===== src/rtl/nyancat_pkg.sv =====
// Constants shared by the nyancat renderer and frame loader: memory geometry,
// header byte layout and loader state encoding.
package nyancat_pkg;

    localparam int NUM_FRAMES   = 12;
    localparam int FRAME_W      = 64;
    localparam int FRAME_H      = 64;
    localparam int PALETTE_SIZE = 16;
    localparam int FRAME_SIZE   = FRAME_W * FRAME_H;
    localparam int FM_ADDR_W    = $clog2(NUM_FRAMES * FRAME_SIZE);

    localparam int HDR_PAL_BIT  = 7;
    localparam int HDR_IDX_MSB  = 3;

    typedef enum logic [1:0] {
        HDR   = 2'd0,
        FRM   = 2'd1,
        PAL   = 2'd2,
        DRAIN = 2'd3
    } ld_state_t;

endpackage


===== src/rtl/nyancat_nibble_unpack.sv =====
// Holds the high nibble of an accepted frame byte for one cycle so the loader
// can issue the low and high character writes on consecutive cycles.
module nyancat_nibble_unpack (
    input  logic       px_clk,
    input  logic       reset,
    input  logic       load_i,
    input  logic [7:0] byte_i,
    input  logic       last_i,
    output logic [3:0] lo_nibble_o,
    output logic [3:0] hi_nibble_o,
    output logic       hi_last_o,
    output logic       hi_pending_o,
    output logic       ready_o
);

    logic [3:0] hi_q;
    logic       last_q;
    logic       pending_q;

    // The loader never loads while a high nibble is pending, so pending lasts
    // exactly one cycle.
    always_ff @(posedge px_clk) begin
        if (reset) begin
            hi_q      <= 4'd0;
            last_q    <= 1'b0;
            pending_q <= 1'b0;
        end else if (load_i) begin
            hi_q      <= byte_i[7:4];
            last_q    <= last_i;
            pending_q <= 1'b1;
        end else begin
            pending_q <= 1'b0;
        end
    end

    assign lo_nibble_o  = byte_i[3:0];
    assign hi_nibble_o  = hi_q;
    assign hi_last_o    = last_q;
    assign hi_pending_o = pending_q;
    assign ready_o      = ~pending_q;

endmodule


===== src/rtl/nyancat_frame_loader.sv =====
// Stream-to-memory writer: decodes header/payload packets and writes frame
// characters or palette colors into the renderer's memories.
module nyancat_frame_loader
    import nyancat_pkg::*;
#(
    parameter int NUM_FRAMES   = nyancat_pkg::NUM_FRAMES,
    parameter int FRAME_W      = nyancat_pkg::FRAME_W,
    parameter int FRAME_H      = nyancat_pkg::FRAME_H,
    parameter int PALETTE_SIZE = nyancat_pkg::PALETTE_SIZE,
    parameter int FM_ADDR_W    = $clog2(NUM_FRAMES * FRAME_W * FRAME_H)
) (
    input  logic                 px_clk,
    input  logic                 reset,
    input  logic [7:0]           s_data,
    input  logic                 s_valid,
    input  logic                 s_last,
    output logic                 s_ready,
    output logic                 fm_we,
    output logic [FM_ADDR_W-1:0] fm_addr,
    output logic [3:0]           fm_wdata,
    output logic                 pm_we,
    output logic [3:0]           pm_addr,
    output logic [5:0]           pm_wdata,
    output logic                 done,
    output logic                 err,
    output logic                 busy
);

    localparam int FRAME_SZ = FRAME_W * FRAME_H;
    localparam int PIX_W    = $clog2(FRAME_SZ);
    localparam logic [PIX_W-1:0] LAST_PAIR = PIX_W'(FRAME_SZ - 2);
    localparam logic [3:0]       LAST_PAL  = 4'(PALETTE_SIZE - 1);

    ld_state_t            state_q;
    logic [FM_ADDR_W-1:0] base_q;
    logic [PIX_W-1:0]     pix_q;
    logic [3:0]           pal_cnt_q;
    logic                 fm_we_q, pm_we_q, done_q, err_q;
    logic [FM_ADDR_W-1:0] fm_addr_q;
    logic [3:0]           fm_wdata_q, pm_addr_q;
    logic [5:0]           pm_wdata_q;

    logic                 xfer, frm_load;
    logic                 hi_pending, hi_last, unpack_ready;
    logic [3:0]           lo_nibble, hi_nibble;
    logic [FM_ADDR_W-1:0] pix_addr;

    assign s_ready  = ~reset & ((state_q != FRM) | unpack_ready);
    assign xfer     = s_valid & s_ready;
    assign frm_load = xfer & (state_q == FRM);
    assign pix_addr = base_q + FM_ADDR_W'(pix_q);

    nyancat_nibble_unpack u_unpack (
        .px_clk       (px_clk),
        .reset        (reset),
        .load_i       (frm_load),
        .byte_i       (s_data),
        .last_i       (s_last),
        .lo_nibble_o  (lo_nibble),
        .hi_nibble_o  (hi_nibble),
        .hi_last_o    (hi_last),
        .hi_pending_o (hi_pending),
        .ready_o      (unpack_ready)
    );

    always_ff @(posedge px_clk) begin
        if (reset) begin
            state_q    <= HDR;
            base_q     <= '0;
            pix_q      <= '0;
            pal_cnt_q  <= 4'd0;
            fm_we_q    <= 1'b0;
            fm_addr_q  <= '0;
            fm_wdata_q <= 4'd0;
            pm_we_q    <= 1'b0;
            pm_addr_q  <= 4'd0;
            pm_wdata_q <= 6'd0;
            done_q     <= 1'b0;
            err_q      <= 1'b0;
        end else begin
            fm_we_q <= 1'b0;
            pm_we_q <= 1'b0;
            done_q  <= 1'b0;
            err_q   <= 1'b0;
            case (state_q)
                HDR: begin
                    if (xfer) begin
                        if (s_last) begin
                            err_q <= 1'b1;
                        end else if (s_data[HDR_PAL_BIT]) begin
                            state_q   <= PAL;
                            pal_cnt_q <= 4'd0;
                        end else if (int'(s_data[HDR_IDX_MSB:0]) < NUM_FRAMES) begin
                            state_q <= FRM;
                            base_q  <= FM_ADDR_W'(s_data[HDR_IDX_MSB:0]) * FM_ADDR_W'(FRAME_SZ);
                            pix_q   <= '0;
                        end else begin
                            state_q <= DRAIN;
                        end
                    end
                end
                FRM: begin
                    if (frm_load) begin
                        fm_we_q    <= 1'b1;
                        fm_addr_q  <= pix_addr;
                        fm_wdata_q <= lo_nibble;
                    end else if (hi_pending) begin
                        // Packet outcome is decided with the high write so done/err
                        // line up with the final memory write.
                        fm_we_q    <= 1'b1;
                        fm_addr_q  <= pix_addr + FM_ADDR_W'(1);
                        fm_wdata_q <= hi_nibble;
                        pix_q      <= pix_q + PIX_W'(2);
                        if (hi_last) begin
                            state_q <= HDR;
                            if (pix_q == LAST_PAIR) done_q <= 1'b1;
                            else                    err_q  <= 1'b1;
                        end else if (pix_q == LAST_PAIR) begin
                            state_q <= DRAIN;
                        end
                    end
                end
                PAL: begin
                    if (xfer) begin
                        pm_we_q    <= 1'b1;
                        pm_addr_q  <= pal_cnt_q;
                        pm_wdata_q <= s_data[5:0];
                        pal_cnt_q  <= pal_cnt_q + 4'd1;
                        if (s_last) begin
                            state_q <= HDR;
                            if (pal_cnt_q == LAST_PAL) done_q <= 1'b1;
                            else                       err_q  <= 1'b1;
                        end else if (pal_cnt_q == LAST_PAL) begin
                            state_q <= DRAIN;
                        end
                    end
                end
                DRAIN: begin
                    if (xfer && s_last) begin
                        state_q <= HDR;
                        err_q   <= 1'b1;
                    end
                end
                default: state_q <= HDR;
            endcase
        end
    end

    assign fm_we    = fm_we_q;
    assign fm_addr  = fm_addr_q;
    assign fm_wdata = fm_wdata_q;
    assign pm_we    = pm_we_q;
    assign pm_addr  = pm_addr_q;
    assign pm_wdata = pm_wdata_q;
    assign done     = done_q;
    assign err      = err_q;
    assign busy     = (state_q != HDR) | hi_pending;

endmodule

===== config.mk =====
export PLATFORM = sky130hd
export DESIGN_NAME = nyancat_frame_loader
export DESIGN_NICKNAME = d
export VERILOG_FILES = /design/src/rtl/nyancat_pkg.sv /design/src/rtl/nyancat_nibble_unpack.sv /design/src/rtl/nyancat_frame_loader.sv
export SDC_FILE = /design/constraint.sdc
export NUM_CORES = 1
export LEC_CHECK = 0
export ABC_CLOCK_PERIOD_IN_PS = 2000
export CAP_MARGIN = 20
export CELL_PAD_IN_SITES_DETAIL_PLACEMENT = 0
export CELL_PAD_IN_SITES_GLOBAL_PLACEMENT = 1
export CORE_MARGIN = 10
export CORE_UTILIZATION = 39
export DETAILED_ROUTE_END_ITERATION = 6
export PLACE_DENSITY_LB_ADDON = 0.1
export SYNTH_ARGS = -nofsm -noshare
export SYNTH_HDL_FRONTEND = slang
export SYNTH_HIERARCHICAL = 1
export SYNTH_SLANG_ARGS = --single-unit

===== constraint.sdc =====
create_clock -name px_clk -period 2 [get_ports px_clk]
set_input_delay 0.3 -clock px_clk [delete_from_list [all_inputs] [get_ports px_clk]]
set_output_delay 0.3 -clock px_clk [all_outputs]
set_load 0.02 [all_outputs]

Word-level counts from Yosys, hierarchy flattened --
Index checks and enable logic that the tools add are counted.
Word-level totals: flip-flop bits (word level) 62, logic and storage cells 114, output and inout bits 36, input port bits 12
Operators by class: muxes and demuxes 52, equality and inequality tests 17, add/subtract/negate cells 4, bitwise gates (word level) 11, reductions and logical operators 14, $lt $le $gt $ge 1
Operators by type and width (count):
- 12-bit two-way mux | 6
- 16-bit two-way mux | 2
- 2-bit two-way mux | 12
- 4-bit two-way mux | 6
- 12-bit case mux with 2 select lines | 1
- 1-bit two-way mux | 21
- 16-bit by 1-bit adder with 16-bit output, second input constant | 1
- 16-bit by 12-bit adder with 16-bit output | 1
- 2-bit inequality test, second input constant | 8
- 12-bit by 2-bit adder with 12-bit output, second input constant | 1
- 12-bit equality test, second input constant | 1
- 5-bit AND reduction | 2
- 2-bit case mux with 4 select lines | 1
- 4-bit case mux with 2 select lines | 1
- 8-bit AND reduction | 1
- 2-bit nonzero test | 4
- 7-bit AND reduction | 1
- 1-bit NOT | 6
- 4-bit by 1-bit adder with 4-bit output, second input constant | 1
- 2-bit equality test, second input constant | 2
- 4-bit equality test, second input constant | 1
- 4-bit less-than comparator, second input constant | 1
- 2-bit by 1-bit inequality test with 1-bit output, second input constant | 2
- 1-bit case mux with 4 select lines | 1
- 10 further kinds | 15

Longest topological paths before layout --
word-level depth 7, mapped depth 9, mapped depth without buffers 7

Hierarchy --
The synthesis kept the hierarchy.
Modules (own cells, without submodules):
- nyancat_frame_loader | cells each 294, area an instance 2560.0 sq um, instances 1
- nyancat_nibble_unpack | cells each 23, area an instance 240.2 sq um, instances 1

Least setup slack after synthesis --
OpenSTA, ideal clock, no wires.
path type register to register, start register state_q[0], end register pal_cnt_q[3], cell stages (with the launch flop) 9, buffers on the path 1, path slack 0.192 ns, clock period less this slack 1.808 ns, library setup time 0.067 ns, data arrival time 1.741 ns, data required time 1.933 ns, cell sequence dfxtp_1 > inv_1 > ha_1 > buf_4 > nand2b_4 > a211oi_4 > nand2_2 > or3_1 > a21oi_2
Between the ends: longest elaborated chain between the ends 6, elaborated cells on any way between the ends 13
Ends and longest elaborated chain:
- start: declaration | RTL line nyancat_frame_loader.sv:34 | ld_state_t state_q;
- start signal: assignment | RTL line nyancat_frame_loader.sv:68 | state_q <= HDR;
- start signal: assignment | RTL line nyancat_frame_loader.sv:91 | state_q <= PAL;
- start signal: assignment | RTL line nyancat_frame_loader.sv:94 | state_q <= FRM;
- 2-bit by 1-bit inequality test with 1-bit output | RTL line nyancat_frame_loader.sv:48 | assign s_ready = ~reset & ((state_q != FRM) | unpack_ready);
- 1-bit bitwise OR | RTL line nyancat_frame_loader.sv:48
- 1-bit AND | RTL line nyancat_frame_loader.sv:48
- 1-bit AND | RTL line nyancat_frame_loader.sv:49 | assign xfer = s_valid & s_ready;
- 2-bit inequality test (no line)
- 5-bit AND reduction (no line)
- end signal: assignment | RTL line nyancat_frame_loader.sv:128 | pal_cnt_q <= pal_cnt_q + 4'd1;
- end: declaration | RTL line nyancat_frame_loader.sv:37 | logic [3:0] pal_cnt_q;
Parallel ways exist; a longest one is shown, timed or not. A chain may end at the register's enable or synchronous reset.

Final worst setup path --
start register state_q[0], end output busy
Between the ends: longest elaborated chain between the ends 2
Ends and longest elaborated chain:
- 2-bit nonzero test | RTL line nyancat_frame_loader.sv:157 | assign busy = (state_q != HDR) | hi_pending;
- 1-bit bitwise OR | RTL line nyancat_frame_loader.sv:157
- end: declaration | RTL line nyancat_frame_loader.sv:26 | output logic busy
No other way between the ends.

==> results.json <==
{
  "status": "complete, no violations",
  "p_comb_share_pct": 22.5,
  "internal_power_mw": 2.00,
  "slew_viol_final": 0,
  "hpwl_um": 5120,
  "cts.sinks": 61,
  "cts_buffers": 9,
  "area_growth_pct": 33.4,
  "rsz0062_at_grt": "false",
  "initial_core_util_pct": 40.8,
  "syn_area_per_cell_um2": 8.83,
  "final_nets": 407,
  "switching_share_pct": 31.6,
  "dieWidth_um": 105,
  "hold_violations": 0,
  "clkLatencyLatePin_ns": 0.35,
  "drv_cap": 0,
  "synthTopCellsByArea": "dfxtp_1 44%, nand2_1 7.4%, mux2i_1 6.1%, a21oi_1 5.7%, nor2_1 5.0%",
  "final_cell_mix": "60 x dfxtp_1, 55 x nand2_1, 44 x clkdlybuf4s50_1",
  "fin_area_mm2": 0.00374,
  "skew_ns": 0.00896,
  "die_y_um": 105,
  "pwr_density_cell_mw_per_mm2": 782,
  "diodes": 0,
  "fillers": 664,
  "routabilityCongestion": 0.829,
  "arrival_ns": 1.59,
  "setup_tns_ns": 0,
  "ant_nets": 0,
  "first_global_vias": 2269,
  "period_share_pct": 94.5,
  "ctsLongestPathBuffers": 2,
  "track_usage_pct": 12.9,
  "min_period_ns": 1.89,
  "startpoint_type": "flip-flop",
  "drt_iter0_markers": 70,
  "synth-seq-cells": 61,
  "synth_cell_types": 43,
  "ys_seq_area_share_pct": 43.6,
  "hold_buffers": 0,
  "cp.required_ns": 1.70,
  "grt_overflow": 0,
  "layout_commonest_cell": "dfxtp_1",
  "seqPwrFrac_pct": 43.5,
  "setup_viol": 0,
  "worst-setup-path-type": "flip-flop to output pin",
  "die_area_mm2": 0.0110,
  "final_layout_size_suffix_gt1_share_pct": 18.8,
  "grt_pass1_wl_um": 11700,
  "tightest_slew_ns": 0.411,
  "wl_per_cell_um": 14.0,
  "p_clk_share_pct": 34.0,
  "dr.pass1.iters": 4,
  "netlist.area_leader.share_pct": 43.6,
  "core_area_mm2": 0.00687,
  "ir_drop_v": 0.000366,
  "total_power_mw": 2.92,
  "drcViolationCount": 0,
  "endpoint_kind": "output pin",
  "cts_htree_levels": 3,
  "relSlewSlack_pct": 72.4,
  "vias_per_cell": 4.81,
  "synth.net_count": 335,
  "hp-class": "primary input to flip-flop",
  "antenna_found_initial": 0,
  "wirelength_um": 6880,
  "path_max_fanout": 4,
  "vias": 2357,
  "ys_warn_count": 6,
  "netlist_area_mm2": 0.00280,
  "grt_start_max_net_pins": 36,
  "timing.fmax_ghz": 0.529,
  "portBuffers": 47,
  "core.rowCount": 30,
  "io_pins": 48,
  "cts_tree": "built",
  "p_leak_nw": 1.39,
  "clk_transition_reported_paths_ns": 0.07,
  "synthCells": 317,
  "p_switching_uw": 925,
  "root_buffer": "clkbuf_8",
  "yosysTopAreaCell": "dfxtp_1",
  "placed_area_mm2": 0.00354
}
[power groups by stage]
| stage | sequential (mW) | combinational [mW] | clock, mW |
|---|---|---|---|
| floorplan | 1.31 | 0.385 | 0 |
| detailed placement | 1.30 | 0.657 | 0 |
| global placement | 1.30 | 0.655 | 0 |
| CTS | 1.27 | 0.653 | 1.02 |
| global route | 1.27 | 0.721 | 1.08 |
| finish | 1.27 | 0.658 | 0.994 |
[cell families (layout without fill, tap and decap cells)]
kind of cell / count (synthesis) / after routing / share of synthesized area, %
buffers and inverters: 28 / 105 / 5.67
multiplexers: 18 / 18 / 6.48
AO/OA/AOI/OAI: 48 / 48 / 10.8
AND/OR/NAND/NOR: 147 / 147 / 28.0
flip-flops: 61 / 61 / 43.6
XOR/XNOR: 9 / 9 / 2.82
adder cells (fa/ha/maj): 6 / 6 / 2.68
[path summary, 6_finish.rpt]
| path | slack, ns | cells after the start | from | end |
|---|---|---|---|---|
| worst max-delay path | 0.11 | 5 | state_q[0] | busy |
| worst min-delay path | 0.43 | 3 | reset | pal_cnt_q[3] |
| worst max register to register | 0.15 | 9 | state_q[0] | pix_q[9] |
| worst min register to register | 0.45 | 2 | fm_addr[14] | fm_addr[14] |
[layer usage]
layer / GRT usage, % / up-vias / share of wire, % / wire (um)
met3: 3.44 / 12 / 4.6 / 318
li1: - / 1218 / - / -
met4: 6.76 / 0 / 2.2 / 148
met1: 17.6 / 1074 / 53 / 3640
met5: 0 / - / 0 / 0
met2: 17.9 / 53 / 40 / 2770
[synthesized netlist by cell type, drive strengths merged]
cell / number
dfxtp: 61
nand2: 56
nor2: 38
a21oi: 33
mux2i: 17
nand3: 16
buf: 15
nand2b: 10
xnor2: 9
inv: 7
clkbuf: 6
ha: 6
nor3: 5
a311oi: 4
nor4: 4
o21ai: 4
nand4: 3
nor2b: 3
a211oi: 2
and2b: 2
nand4b: 2
nor3b: 2
nor4b: 2
o211ai: 2
or3: 2
a32oi: 1
a41o: 1
a41oi: 1
and3: 1
mux2: 1
nand3b: 1
[final cells by class]
class                           instances  area, um2  area share (%)
Sequential cell                        61       1220            32.7
Multi-Input combinational cell        228       1440            38.5
Clock buffer                            9        124            3.32
Timing Repair Buffer                   82        753            20.2
Inverter                                7       26.3           0.703
Clock inverter                          7       50.0            1.34
Tap cell                               96        120            3.22
[repair_timing]
item,4_1_cts,5_1_grt
hold endpoints to repair,0,0
setup endpoints to repair,2,11
gates cloned,0,0
gates resized for setup,4,4
buffers inserted,0,0
pin swaps,0,0
[critical path, cell delays in order (launching register included)]
cell	delay [ns]
dfxtp_2	0.36
inv_1	0.06
ha_1	0.25
buf_4	0.17
nand2b_1	0.07
dlygate4sd2_1	0.34
[metrics by stage]
stage	utilization, %	hold slack, ns	worst slack (ns)	cells
after floorplan	-	0.372	0.192	317
after global placement	51.5	0.438	-0.0159	474
after detailed placement	51.5	0.442	-0.0642	474
after CTS	54.1	0.415	0.0207	490
after global routing	54.4	0.442	0.00432	490
final	54.4	0.425	0.110	490
[state kept, by name, indices dropped and copies added (netlist names), 2 cells and up]
register and cells:
fm_addr 16, state_q 2, pm_wdata 6, u_unpack/hi_nibble_o 4
pix_q 11, base_q 4, fm_wdata 4, pal_cnt_q 4
pm_addr 4
Power figures use the tool's default switching activity.
